$ cat config.mk
export PLATFORM = sky130hd
export DESIGN_NAME = mvu_pe_acc
export DESIGN_NICKNAME = d
export VERILOG_FILES = /design/src/rtl/mvu_pe_acc.sv
export SDC_FILE = /design/constraint.sdc
export NUM_CORES = 1
export LEC_CHECK = 0
export CORE_MARGIN = 2
export CORE_UTILIZATION = 50
export DETAILED_ROUTE_END_ITERATION = 10
export PLACE_DENSITY = 0.76
export SLEW_MARGIN = 20
export SYNTH_ARGS = -nofsm -noshare
export SYNTH_HDL_FRONTEND = slang
export SYNTH_SLANG_ARGS = --single-unit
$ cat constraint.sdc
create_clock -name clock -period 8.1 [get_ports clock]
set_clock_uncertainty 0.05 [all_clocks]
set_input_delay 2.43 -clock clock [delete_from_list [all_inputs] [get_ports clock]]
set_output_delay 2.43 -clock clock [all_outputs]
set_load 0.01 [all_outputs]
$ cat src/rtl/mvu_pe_acc.sv
// PE output accumulator: sums SF adder-tree partial sums per output and hands the result off over valid/ready.
// Define MVU_PE_ACC_SAT_EN to make every add saturate and report it on out_sat; otherwise adds wrap.
module mvu_pe_acc #(
  parameter int SF     = 4,
  parameter int TDstI  = 4,
  parameter int TAcc   = 8,
  parameter int SIGNED = 1
) (
  input  logic             clock,
  input  logic             reset,
  input  logic [TDstI-1:0] in_add,
  input  logic             in_v,
  output logic             in_rdy,
  input  logic             clear,
  output logic [TAcc-1:0]  out_acc,
  output logic             out_v,
  input  logic             out_rdy,
  output logic             out_sat
);

  localparam int            CW   = (SF > 1) ? $clog2(SF) : 1;
  localparam logic [CW-1:0] LAST = CW'(SF - 1);

  logic [CW-1:0]   cnt, cnt_eff;
  logic [TAcc-1:0] acc, ext, base, sum;
  logic            fire, first, last;

  always_comb begin
    ext = '0;
    ext[TDstI-1:0] = in_add;
    if (SIGNED != 0)
      for (int i = TDstI; i < TAcc; i++) ext[i] = in_add[TDstI-1];
  end

  // Only a group's final input needs the output slot, so only that one can stall.
  assign in_rdy  = !(cnt == LAST && out_v && !out_rdy);
  assign fire    = in_v && in_rdy;
  // A clear in the same cycle as an accept makes in_add the first element of a fresh group.
  assign cnt_eff = clear ? '0 : cnt;
  assign first   = (cnt_eff == '0);
  assign last    = (cnt_eff == LAST);
  assign base    = first ? '0 : acc;

`ifdef MVU_PE_ACC_SAT_EN
  logic [TAcc:0] raw;
  logic          ovf, sat_r, sat_nx, out_sat_r;

  always_comb begin
    raw = {1'b0, base} + {1'b0, ext};
    sum = raw[TAcc-1:0];
    ovf = 1'b0;
    if (SIGNED != 0) begin
      if (base[TAcc-1] == ext[TAcc-1] && raw[TAcc-1] != base[TAcc-1]) begin
        ovf = 1'b1;
        sum = base[TAcc-1] ? {1'b1, {(TAcc-1){1'b0}}} : {1'b0, {(TAcc-1){1'b1}}};
      end
    end else if (raw[TAcc]) begin
      ovf = 1'b1;
      sum = '1;
    end
  end

  assign sat_nx = (first ? 1'b0 : sat_r) | ovf;

  always_ff @(posedge clock or posedge reset) begin
    if (reset) begin
      sat_r     <= 1'b0;
      out_sat_r <= 1'b0;
    end else if (fire) begin
      if (last) begin
        out_sat_r <= sat_nx;
        sat_r     <= 1'b0;
      end else begin
        sat_r     <= sat_nx;
      end
    end else if (clear) begin
      sat_r <= 1'b0;
    end
  end

  assign out_sat = out_sat_r;
`else
  assign sum     = base + ext;
  assign out_sat = 1'b0;
`endif

  always_ff @(posedge clock or posedge reset) begin
    if (reset) begin
      acc     <= '0;
      cnt     <= '0;
      out_acc <= '0;
      out_v   <= 1'b0;
    end else begin
      if (out_v && out_rdy) out_v <= 1'b0;
      if (fire) begin
        if (last) begin
          // Overrides the handshake clear above: back-to-back results with no bubble.
          out_acc <= sum;
          out_v   <= 1'b1;
          cnt     <= '0;
          acc     <= '0;
        end else begin
          acc <= sum;
          cnt <= cnt_eff + 1'b1;
        end
      end else if (clear) begin
        cnt <= '0;
        acc <= '0;
      end
    end
  end

endmodule

* Yosys cells after proc, flatten, opt, wreduce, memory -nomap -nowiden
Index checks and enable logic that the tools add are counted.
Storage, ports and cells: logic and storage cells 27, register bits 19, input port bits 9, output and inout port bits 11
Cells by class: add/subtract/negate cells 2, muxes and demuxes 10, equal/unequal tests 2, reductions and logical operators 9
Operator list (number):
- 8-bit 2-to-1 mux | 4
- 8-bit adder | 1
- 2-bit 2-to-1 mux | 3
- 2-bit == test (second input constant) | 2
- 1-bit logical AND | 4
- 1-bit 2-to-1 mux | 3
- 2-bit by 1-bit adder with 2-bit output (second input constant) | 1
- 1-bit zero test | 2
- 2-bit zero test | 1
- 2-bit AND reduction | 1
- 2-bit nonzero test | 1

* Longest topological paths before layout
Gate-level depths: netlist (run 1).
depth in word-level cells 6, gate-level depth with buffers 11, mapped depth without buffers 11

* Worst setup path before layout (run 1)
Ideal clock, no wire load.
path type input to output, start input out_rdy, end output in_rdy, stages on the path 1, data required time 5.620 ns, path slack 2.926 ns, arrival time 2.694 ns, path buffers 0, path through nand4b_1
Between the ends: word-level cells in the longest chain between the ends 3
RTL lines:
- start: declaration | RTL line 17 | input logic out_rdy,
- 1-bit zero test | RTL line 36 | assign in_rdy = !(cnt == LAST && out_v && !out_rdy);
- 1-bit logical AND | RTL line 36
- 1-bit zero test | RTL line 36
- end: declaration | RTL line 13 | output logic in_rdy,
No other way between the ends.

* Worst setup path in the final report (run 1)
Ends and elaborated chain as after synthesis.

==> qor.yml, run 1 <==
status: "finished clean"
fmax_mhz: 164
drt_pass1_iterations: 4
rsz0062_at_grt: "no"
netlist_top_cells_area: "dfrtp_1 42%, ha_1 10%, mux2_2 8.0%"
antenna_found_initial: 0
h-tree-depth: 1
seq_area_um2: 475
setup_viol: 0
cp-endpoint: "in_rdy"
die_h_um: 51.4
layout-drive-gt1-share_pct: 9.60
drt_iter0_drc: 7
cts-buffers-inserted: 3
slew_viol_final: 0
cap_violations: 0
slew_headroom_pct: 52.9
r2r_start: "cnt[0]"
stdcell_count: 153
dieArea_um2: 2640
met2_wirelength_um: 967
dp_slack_ps: 1990
worst_pin_slew_ps: 705
ir_worst_vdd_v: 0.000159
track_usage_pct: 18.7
grt_max_degree: 20
ys.flop_type: "dfrtp_1"
synthCells: 105
clkSlewWorstSetupHoldPaths_ps: 100
port-buffer-count: 18
numClockSinks: 19
wl_met1_um: 942
via_per_inst: 5.38
ys_warn_count: 0
area_growth_pct: 20.4
fin_setup_tns_ps: 0
cts_setup_buffers: 0
start_util_pct: 51.7
final_cell_area_um2: 1350
drt_wl_total_um: 1990
cp_data_required_time_ps: 5620
path_buf_inv: 2
cts-root-to-sink-buffers: 2
synth-edff-count: 0
drc: 0
r2r_slack_ps: 5240
fin_ws_ps: 1990
nets: 145
cp-start-kind: "input port"
synth.ff_latch_count: 19
fin_crit_sh_pct: 75.4
wl_met3_um: 58
cts_tree: "built"
crit_family: "buffers and inverters"
top_layer: "met4"
rows: 17
yosys.area.top_type: "dfrtp_1"
multiInputGateArea_um2: 608
r2r_end: "out_acc[6]"
yosysMostFrequentCell: "dfrtp_1"
wire_per_inst_um: 13.0
path_class: "input port to primary output"
synth_nets: 124
rr_worst_depth: 11
core_um2: 2170
gp_congestion: 0.753
die_w_um: 51.4
hpwl_um: 1520
crit_path_frequent_cell: "clkdlybuf4s50_1"
max_stage_delay_ps: 570
crit_path_start: "out_rdy"
antenna_cells: 0
cellPowerDensity_nw_per_um2: 218
synth-async-reset-ratio_pct: 100
vias: 823
final_util_pct: 62.3
leakage_nw: 0.643
syn_avg_cell_area_um2: 10.7
dp.cells: 149
timing.final.crit_period_ps: 6110
min_path_type: "register to register"
yosysUniqueCellTypes: 31
place_area_um2: 1330
detail-route-antenna-nets: 0
crit_chain: "clkdlybuf4s50_1 > nand4b_1 > clkdlybuf4s50_1"
path_max_fanout: 4
grt_pass1_vias: 827
yosys-top-cells-count: "19 x dfrtp_1, 9 x ha_1, 8 x mux2_2, 8 x nand2_1, 8 x nor2b_1"
worstPathArrival_ps: 3630
clkLatencyLatePin_ps: 290
p_total_mw: 0.295
gr-total-overflow: 0
cts_resized: 0
cp.depth: 3
crit_path_end_kind: "primary output"
grt_first_pass_wirelength_um: 3580
cpMaxStageDelayCell: "clkdlybuf4s50_1"
fillCellCount: 196
seq_area_frac_synth_pct: 42.4
cts-root-buf: "clkbuf_4"
hold_viol_final: 0
holdWs_ps: 442
synth_top_area_share_pct: 42.4
min_from: "acc[2]"
io_pins: 20
hold_buffers: 0
syn_area_um2: 1120
==> registers in the layout (all words and copies together) (netlist names) <==
signal   flops
acc          8
out_acc      8
cnt          2
out_v        1
==> where the power goes <==
part	total, mW	internal (mW)	switching, mW
logic	0.116	0.0653	0.0509
clock network	0.0465	0.0192	0.0273
registers	0.132	0.120	0.0119
total	0.295	0.205	0.0901
==> cell usage in the layout, fill, tap and decap left out, types with 2 or more instances in the layout <==
cell type         n
clkbuf_4          3
a22o_1            6
o211ai_1          2
nor2_1            2
mux2_2            8
xnor2_1           4
inv_1             7
o21ai_0           3
nor2b_1           8
a21oi_1           4
a21o_1            3
nand2_1           8
nand3_1           4
xor2_1            2
dfrtp_1          19
ha_1              9
clkdlybuf4s50_1  18
==> area by class of cell <==
cell class | count | share of cell area (%)
tap | 28 | 2.59
sequential | 19 | 35.2
inverter | 7 | 1.94
multi-input combinational | 77 | 45.0
timing repair buffer | 18 | 13.3
clock buffer | 4 | 1.94
==> worst reg2reg max path, cell delays in order (launching register included) <==
cell and delay (ps):
dfrtp_1 390, nor2b_1 170, inv_1 70, ha_1 310
nor2b_1 90, ha_1 230, fa_1 420, a21o_1 200
a21oi_1 220, o211ai_1 150, xor2_1 180, mux2_2 270
==> cell families (layout without fill, tap and decap cells) <==
group / after synthesis / count (layout) / synth area share, %
xor+xnor: 6 / 6 / 4.68
flops: 19 / 19 / 42.4
compound gates: 24 / 24 / 15.5
buf+inv: 9 / 29 / 3.46
fa+ha+maj: 10 / 10 / 11.8
other cells: 1 / 1 / 0.334
mux: 9 / 9 / 8.92
simple gates: 27 / 27 / 12.9
==> worst min-delay path by stage <==
stage                  end  slack [ps]  depth (start not counted)
floorplan           acc[2]         390                          2
global placement    acc[2]         410                          2
detailed placement  acc[2]         420                          2
CTS                 acc[2]         440                          2
global route        acc[2]         460                          2
finish              acc[2]         440                          2
==> routing by layer <==
metal / up-vias / track usage, %
li1: 413 / -
met1: 396 / 24.4
met2: 12 / 31.0
met5: - / 0
met3: 2 / 2.63
met4: 0 / 7.89
No activity file was read; power rests on OpenSTA's default activity.
==> run 2: changes to the inputs <==
--- a/config.mk
+++ b/config.mk
@@ -6,9 +6,9 @@
 export NUM_CORES = 1
 export LEC_CHECK = 0
 export CORE_MARGIN = 2
-export CORE_UTILIZATION = 50
+export CORE_UTILIZATION = 46
 export DETAILED_ROUTE_END_ITERATION = 10
-export PLACE_DENSITY = 0.76
+export PLACE_DENSITY = 0.74
 export SLEW_MARGIN = 20
 export SYNTH_ARGS = -nofsm -noshare
 export SYNTH_HDL_FRONTEND = slang
==> constraint.sdc (replaced) <==
create_clock -name clock -period 5.4 [get_ports clock]
set_clock_uncertainty 0.05 [all_clocks]
set_input_delay 1.62 -clock clock [delete_from_list [all_inputs] [get_ports clock]]
set_output_delay 1.62 -clock clock [all_outputs]
set_load 0.01 [all_outputs]
==> qor.yml, run 2 (synthesis gave the netlist of run 1 again) <==
layout-drive-gt1-share_pct: 9.60  # unchanged
r2r_slack_ps: 2590  # was 5240 ps
nets: 145  # unchanged
gr-total-overflow: 0  # unchanged
worst_pin_slew_ps: 703  # was 705 ps
detail-route-antenna-nets: 0  # unchanged
drt_iter0_drc: 20  # was 7
rows: 17  # unchanged
dieArea_um2: 2850  # was 2640 um2
wire_per_inst_um: 14.2  # was 13.0 um
drt_pass1_iterations: 4  # unchanged
clkLatencyLatePin_ps: 280  # was 290 ps
track_usage_pct: 18.0  # was 18.7%
hpwl_um: 1700  # was 1520 um
min_path_cells: 2  # unchanged
cp_data_required_time_ps: 3730  # was 5620 ps
path_max_fanout: 4  # unchanged
p_total_mw: 0.444  # was 0.295 mW
gp_congestion: 0.846  # was 0.753
clkSlewWorstSetupHoldPaths_ps: 100  # about the same
grt_pass1_vias: 805  # was 827
crit_chain: "clkdlybuf4s50_1 > nand4b_1 > clkdlybuf4s50_1"  # unchanged
min_from: "out_acc[7]"  # was acc[2]
hold_viol_final: 0  # unchanged
fin_crit_sh_pct: 83.7
crit_path_frequent_cell: "clkdlybuf4s50_1"  # unchanged
hold_buffers: 0  # unchanged
slew_headroom_pct: 53.1  # was 52.9%
cap_violations: 0  # unchanged
leakage_nw: 0.643  # unchanged
core_um2: 2250  # was 2170 um2
slew_viol_final: 0  # unchanged
timing.final.crit_period_ps: 4520
via_per_inst: 5.41  # was 5.38
pwr-share-comb_pct: 39.8  # was 39.4%
rsz0062_at_grt: "no"  # unchanged
fillCellCount: 197  # was 196
crit_path_end_kind: "primary output"  # unchanged
grt_max_degree: 20  # unchanged
pwr-share-seq_pct: 44.9  # was 44.8%
p_clk_share_pct: 15.4  # was 15.8%
drt_wl_total_um: 2180  # was 1990 um
path_class: "input port to primary output"  # unchanged
cp-start-kind: "input port"  # unchanged
setup_viol: 0  # unchanged
area_growth_pct: 20.4  # unchanged
cts_setup_buffers: 0  # unchanged
rr_worst_depth: 11  # unchanged
cellPowerDensity_nw_per_um2: 329  # was 218 nW/um2
cts_resized: 0  # unchanged
cts_tree: "built"  # unchanged
min_path_type: "register to register"  # unchanged
crit_family: "buffers and inverters"  # unchanged
worstPathArrival_ps: 2850  # was 3630 ps
antenna_found_initial: 0  # unchanged
grt_first_pass_wirelength_um: 3710  # was 3580 um
holdPathEnd: "out_acc[7]"  # was acc[2]
io_pins: 20  # unchanged
layout_common_cells: "19 x dfrtp_1, 18 x clkdlybuf4s50_1, 9 x ha_1"  # unchanged
vias: 827  # was 823
cpMaxStageDelayCell: "clkdlybuf4s50_1"  # unchanged
holdWs_ps: 446  # was 442 ps
cts-buffers-inserted: 3  # unchanged
status: "finished clean"  # unchanged
sw_frac_of_total_pct: 30.9  # was 30.6%
die_w_um: 53.4  # was 51.4 um
drc: 0  # unchanged
fin_setup_tns_ps: 0  # unchanged
antenna_cells: 0  # unchanged
r2r_start: "cnt[0]"  # unchanged
cts-root-to-sink-buffers: 2  # unchanged
fmax_mhz: 221
ir_worst_vdd_v: 0.000199  # was 0.000159 V
path_buf_inv: 2  # unchanged
max_stage_delay_ps: 580  # was 570 ps
final_common_cell: "dfrtp_1"  # unchanged
cts-root-buf: "clkbuf_4"  # unchanged
h-tree-depth: 1  # unchanged
reg.largest.list: "acc x8, out_acc x8, cnt x2"  # unchanged
switchingPower_mw: 0.137  # was 0.0901 mW
r2r_end: "out_acc[6]"  # unchanged
die_h_um: 53.4  # was 51.4 um
port-buffer-count: 18  # unchanged
numClockSinks: 19  # unchanged
p_int_mw: 0.307  # was 0.205 mW
start_util_pct: 49.8  # was 51.7%
## run 2: area by class of cell
cell class | count | area (um2) | area share, %
Multi-Input combinational cell | 77 | 608 | 45.0
Sequential cell | 19 | 475 | 35.2
Timing Repair Buffer | 18 | 180 | 13.3
Tap cell | 28 | 35.0 | 2.59
Clock buffer | 4 | 26.3 | 1.94
Inverter | 7 | 26.3 | 1.94
## run 2: through the flow
stage / worst slack (ps) / area, um2 / instances / utilization [%]
2_1_floorplan: 1610 / 1120 / 105 / -
3_3_place_gp: 903 / 1330 / 149 / 58.8
3_5_place_dp: 890 / 1330 / 149 / 58.8
4_1_cts: 882 / 1350 / 153 / 59.9
5_1_grt: 852 / 1350 / 153 / 59.9
6_report: 879 / 1350 / 153 / 59.9
## run 2: worst max-delay path by stage
stage	slack (ps)	from	cells past startpoint	end
after global routing	850	out_rdy	3	in_rdy
after detailed placement	890	clear	11	out_acc[7]
after floorplan	1610	clear	10	out_acc[7]
after CTS	880	out_rdy	3	in_rdy
final	880	out_rdy	3	in_rdy
after global placement	900	out_rdy	3	in_rdy
## run 2: power by group through the flow
| stage | Clock (mW) | Sequential [mW] | Combinational [mW] |
|---|---|---|---|
| floorplan | 0 | 0.211 | 0.0890 |
| global placement | 0 | 0.201 | 0.174 |
| detailed placement | 0 | 0.202 | 0.176 |
| CTS | 0.0710 | 0.200 | 0.178 |
| global route | 0.0788 | 0.204 | 0.192 |
| finish | 0.0682 | 0.199 | 0.177 |
## run 2: worst register-to-register path, delay by kind of cell, from the launching register on
family | cells | cell delay [ps]
buffers and inverters | 1 | 60
flip-flops | 1 | 390
AO/OA/AOI/OAI | 3 | 560
XOR/XNOR | 1 | 180
adder cells (fa/ha/maj) | 3 | 950
AND/OR/NAND/NOR | 2 | 250
multiplexers | 1 | 270
## run 2: layer usage
| layer | up-vias | share of wire (%) | GRT usage, % | routed length (um) |
|---|---|---|---|---|
| met4 | 0 | 0.64 | 5.13 | 14 |
| li1 | 418 | - | - | - |
| met2 | 12 | 48 | 28.4 | 1050 |
| met5 | - | 0 | 0 | 0 |
| met3 | 2 | 2.5 | 2.82 | 54 |
| met1 | 395 | 49 | 25.4 | 1060 |
==> run 3: changes to the inputs <==
==> constraint.sdc (replaced) <==
create_clock -name clock -period 3.9 [get_ports clock]
set_clock_uncertainty 0.05 [all_clocks]
set_input_delay 1.17 -clock clock [delete_from_list [all_inputs] [get_ports clock]]
set_output_delay 1.17 -clock clock [all_outputs]
set_load 0.01 [all_outputs]
==> qor.yml, run 3 (synthesis gave the netlist of run 1 again) <==
status: "finished clean"  # unchanged
io_pins: 20  # unchanged
vias: 841  # was 827
cpMaxStageDelayCell: "clkdlybuf4s50_1"  # unchanged
timing.final.crit_period_ps: 3660
layout_common_cells: "19 x dfrtp_1, 18 x clkdlybuf4s50_1, 9 x ha_1"  # unchanged
cellPowerDensity_nw_per_um2: 448  # was 329 nW/um2
cp-start-kind: "input port"  # unchanged
worstPathArrival_ps: 3790  # was 2850 ps
slew_viol_final: 0  # unchanged
pwr-share-comb_pct: 40.5  # was 39.8%
reg.largest.list: "acc x8, out_acc x8, cnt x2"  # unchanged
path_max_fanout: 6  # was 4
antenna_found_initial: 0  # unchanged
p_clk_share_pct: 15.5  # was 15.4%
crit_path_end_kind: "register"  # was primary output
drt_pass1_iterations: 4  # unchanged
cts-root-to-sink-buffers: 2  # unchanged
path_buf_inv: 1  # was 2
antenna_cells: 0  # unchanged
track_usage_pct: 18.8  # was 18.0%
die_w_um: 53.4  # unchanged
fin_crit_sh_pct: 93.8
slew_headroom_pct: 52.7  # was 53.1%
core_um2: 2250  # unchanged
drt_iter0_drc: 7  # was 20
p_int_mw: 0.431  # was 0.307 mW
wire_per_inst_um: 14.1  # was 14.2 um
cap_violations: 0  # unchanged
grt_first_pass_wirelength_um: 3880  # was 3710 um
dieArea_um2: 2850  # unchanged
cts-buffers-inserted: 3  # unchanged
min_from: "out_acc[7]"  # unchanged
cts_setup_buffers: 0  # unchanged
start_util_pct: 49.8  # unchanged
holdWs_ps: 438  # was 446 ps
switchingPower_mw: 0.192  # was 0.137 mW
cts_resized: 0  # unchanged
cts_tree: "built"  # unchanged
area_growth_pct: 23.7  # was 20.4%
numClockSinks: 19  # unchanged
sw_frac_of_total_pct: 30.9  # about the same
crit_path_start: "clear"  # was out_rdy
gr-total-overflow: 0  # unchanged
min_path_type: "register to register"  # unchanged
gp_congestion: 0.870  # was 0.846
nets: 150  # was 145
clkLatencyLatePin_ps: 280  # about the same
h-tree-depth: 1  # unchanged
setup_viol: 0  # unchanged
pwr-share-seq_pct: 44.0  # was 44.9%
fin_ws_ps: 242  # was 879 ps
dp.cells: 154  # was 149
drt_wl_total_um: 2230  # was 2180 um
ir_worst_vdd_v: 0.000290  # was 0.000199 V
drc: 0  # unchanged
clkSlewWorstSetupHoldPaths_ps: 100  # about the same
layout-drive-gt1-share_pct: 13.1  # was 9.60%
cts-root-buf: "clkbuf_4"  # unchanged
rsz0062_at_grt: "no"  # unchanged
path_class: "input port to register"  # was input port to primary output
fillCellCount: 194  # was 197
r2r_slack_ps: 1200  # was 2590 ps
stdcell_count: 158  # was 153
final_util_pct: 61.6  # was 59.9%
via_per_inst: 5.32  # was 5.41
die_h_um: 53.4  # unchanged
hold_viol_final: 0  # unchanged
worst_pin_slew_ps: 708  # was 703 ps
r2r_start: "cnt[0]"  # unchanged
leakage_nw: 0.667  # was 0.643 nW
hpwl_um: 1760  # was 1700 um
crit_path_frequent_cell: "ha_1"  # was clkdlybuf4s50_1
fmax_mhz: 273
cp_data_required_time_ps: 4030  # was 3730 ps
p_total_mw: 0.623  # was 0.444 mW
grt_pass1_vias: 896  # was 805
port-buffer-count: 18  # unchanged
final_common_cell: "dfrtp_1"  # unchanged
hold_buffers: 0  # unchanged
detail-route-antenna-nets: 0  # unchanged
max_stage_delay_ps: 490  # was 580 ps
dp_slack_ps: -44.5  # was 890 ps
crit_family: "adder cells"  # was buffers and inverters
rows: 17  # unchanged
crit_chain: "clkdlybuf4s50_1 > nand2b_1 > ha_1 > nor2b_1 > ha_1 > fa_1 > a21o_1 > a21oi_1 > o211ai_1 > xor2_1 > mux2_2"  # was clkdlybuf4s50_1 > nand4b_1 > clkdlybuf4s50_1
grt_max_degree: 20  # unchanged
run 3: cell types whose count changed in the layout (fill, tap and decap cells not counted), sizes merged:
cell | before | now
buf | 0 | 5
run 3: final timing paths:
check	endpoint	cells past startpoint
worst min-delay path	out_acc[7]	2
worst max register to register	out_acc[6]	11
min in group asynchronous	out_acc[0]	2
worst max-delay path	out_acc[6]	11
worst min register to register	out_acc[7]	2
max in group asynchronous	cnt[0]	2
run 3: power groups by stage:
stage | combinational, mW | clock (mW) | sequential [mW]
floorplan | 0.123 | 0 | 0.293
global placement | 0.248 | 0 | 0.277
detailed placement | 0.252 | 0 | 0.279
CTS | 0.255 | 0.0997 | 0.274
global route | 0.275 | 0.105 | 0.281
finish | 0.252 | 0.0963 | 0.274
run 3: layout make-up:
type                            instances  area [um2]  share of cell area (%)
Tap cell                               28        35.0                    2.52
Timing Repair Buffer                   23         218                    15.7
Sequential cell                        19         475                    34.2
Clock buffer                            4        26.3                    1.89
Inverter                                7        26.3                    1.89
Multi-Input combinational cell         77         608                    43.8
run 3: through the flow:
step,cell area (um2),setup TNS (ps)
final,1390,0
after global routing,1390,0
after CTS,1390,0
after detailed placement,1360,-44.5
after global placement,1360,0
after floorplan,1120,0
run 3: routing by layer:
layer  routed length [um]  up-vias  GRT usage, %  share of wire, %
li1                     -      425             -                 -
met1                 1090      406          25.3                49
met2                 1090        8          31.5                49
met3                   27        2          1.69               1.2
met4                   17        0          6.41              0.76
met5                    0        -             0                 0
run 3: worst register-to-register path: stages (launching register included):
cell      delay (ps)
dfrtp_1          390
nor2b_1          150
inv_1             50
ha_1             250
nor2b_1           70
ha_1             230
fa_1             400
a21o_1           190
a21oi_1          180
o211ai_1         160
xor2_1           200
mux2_2           280
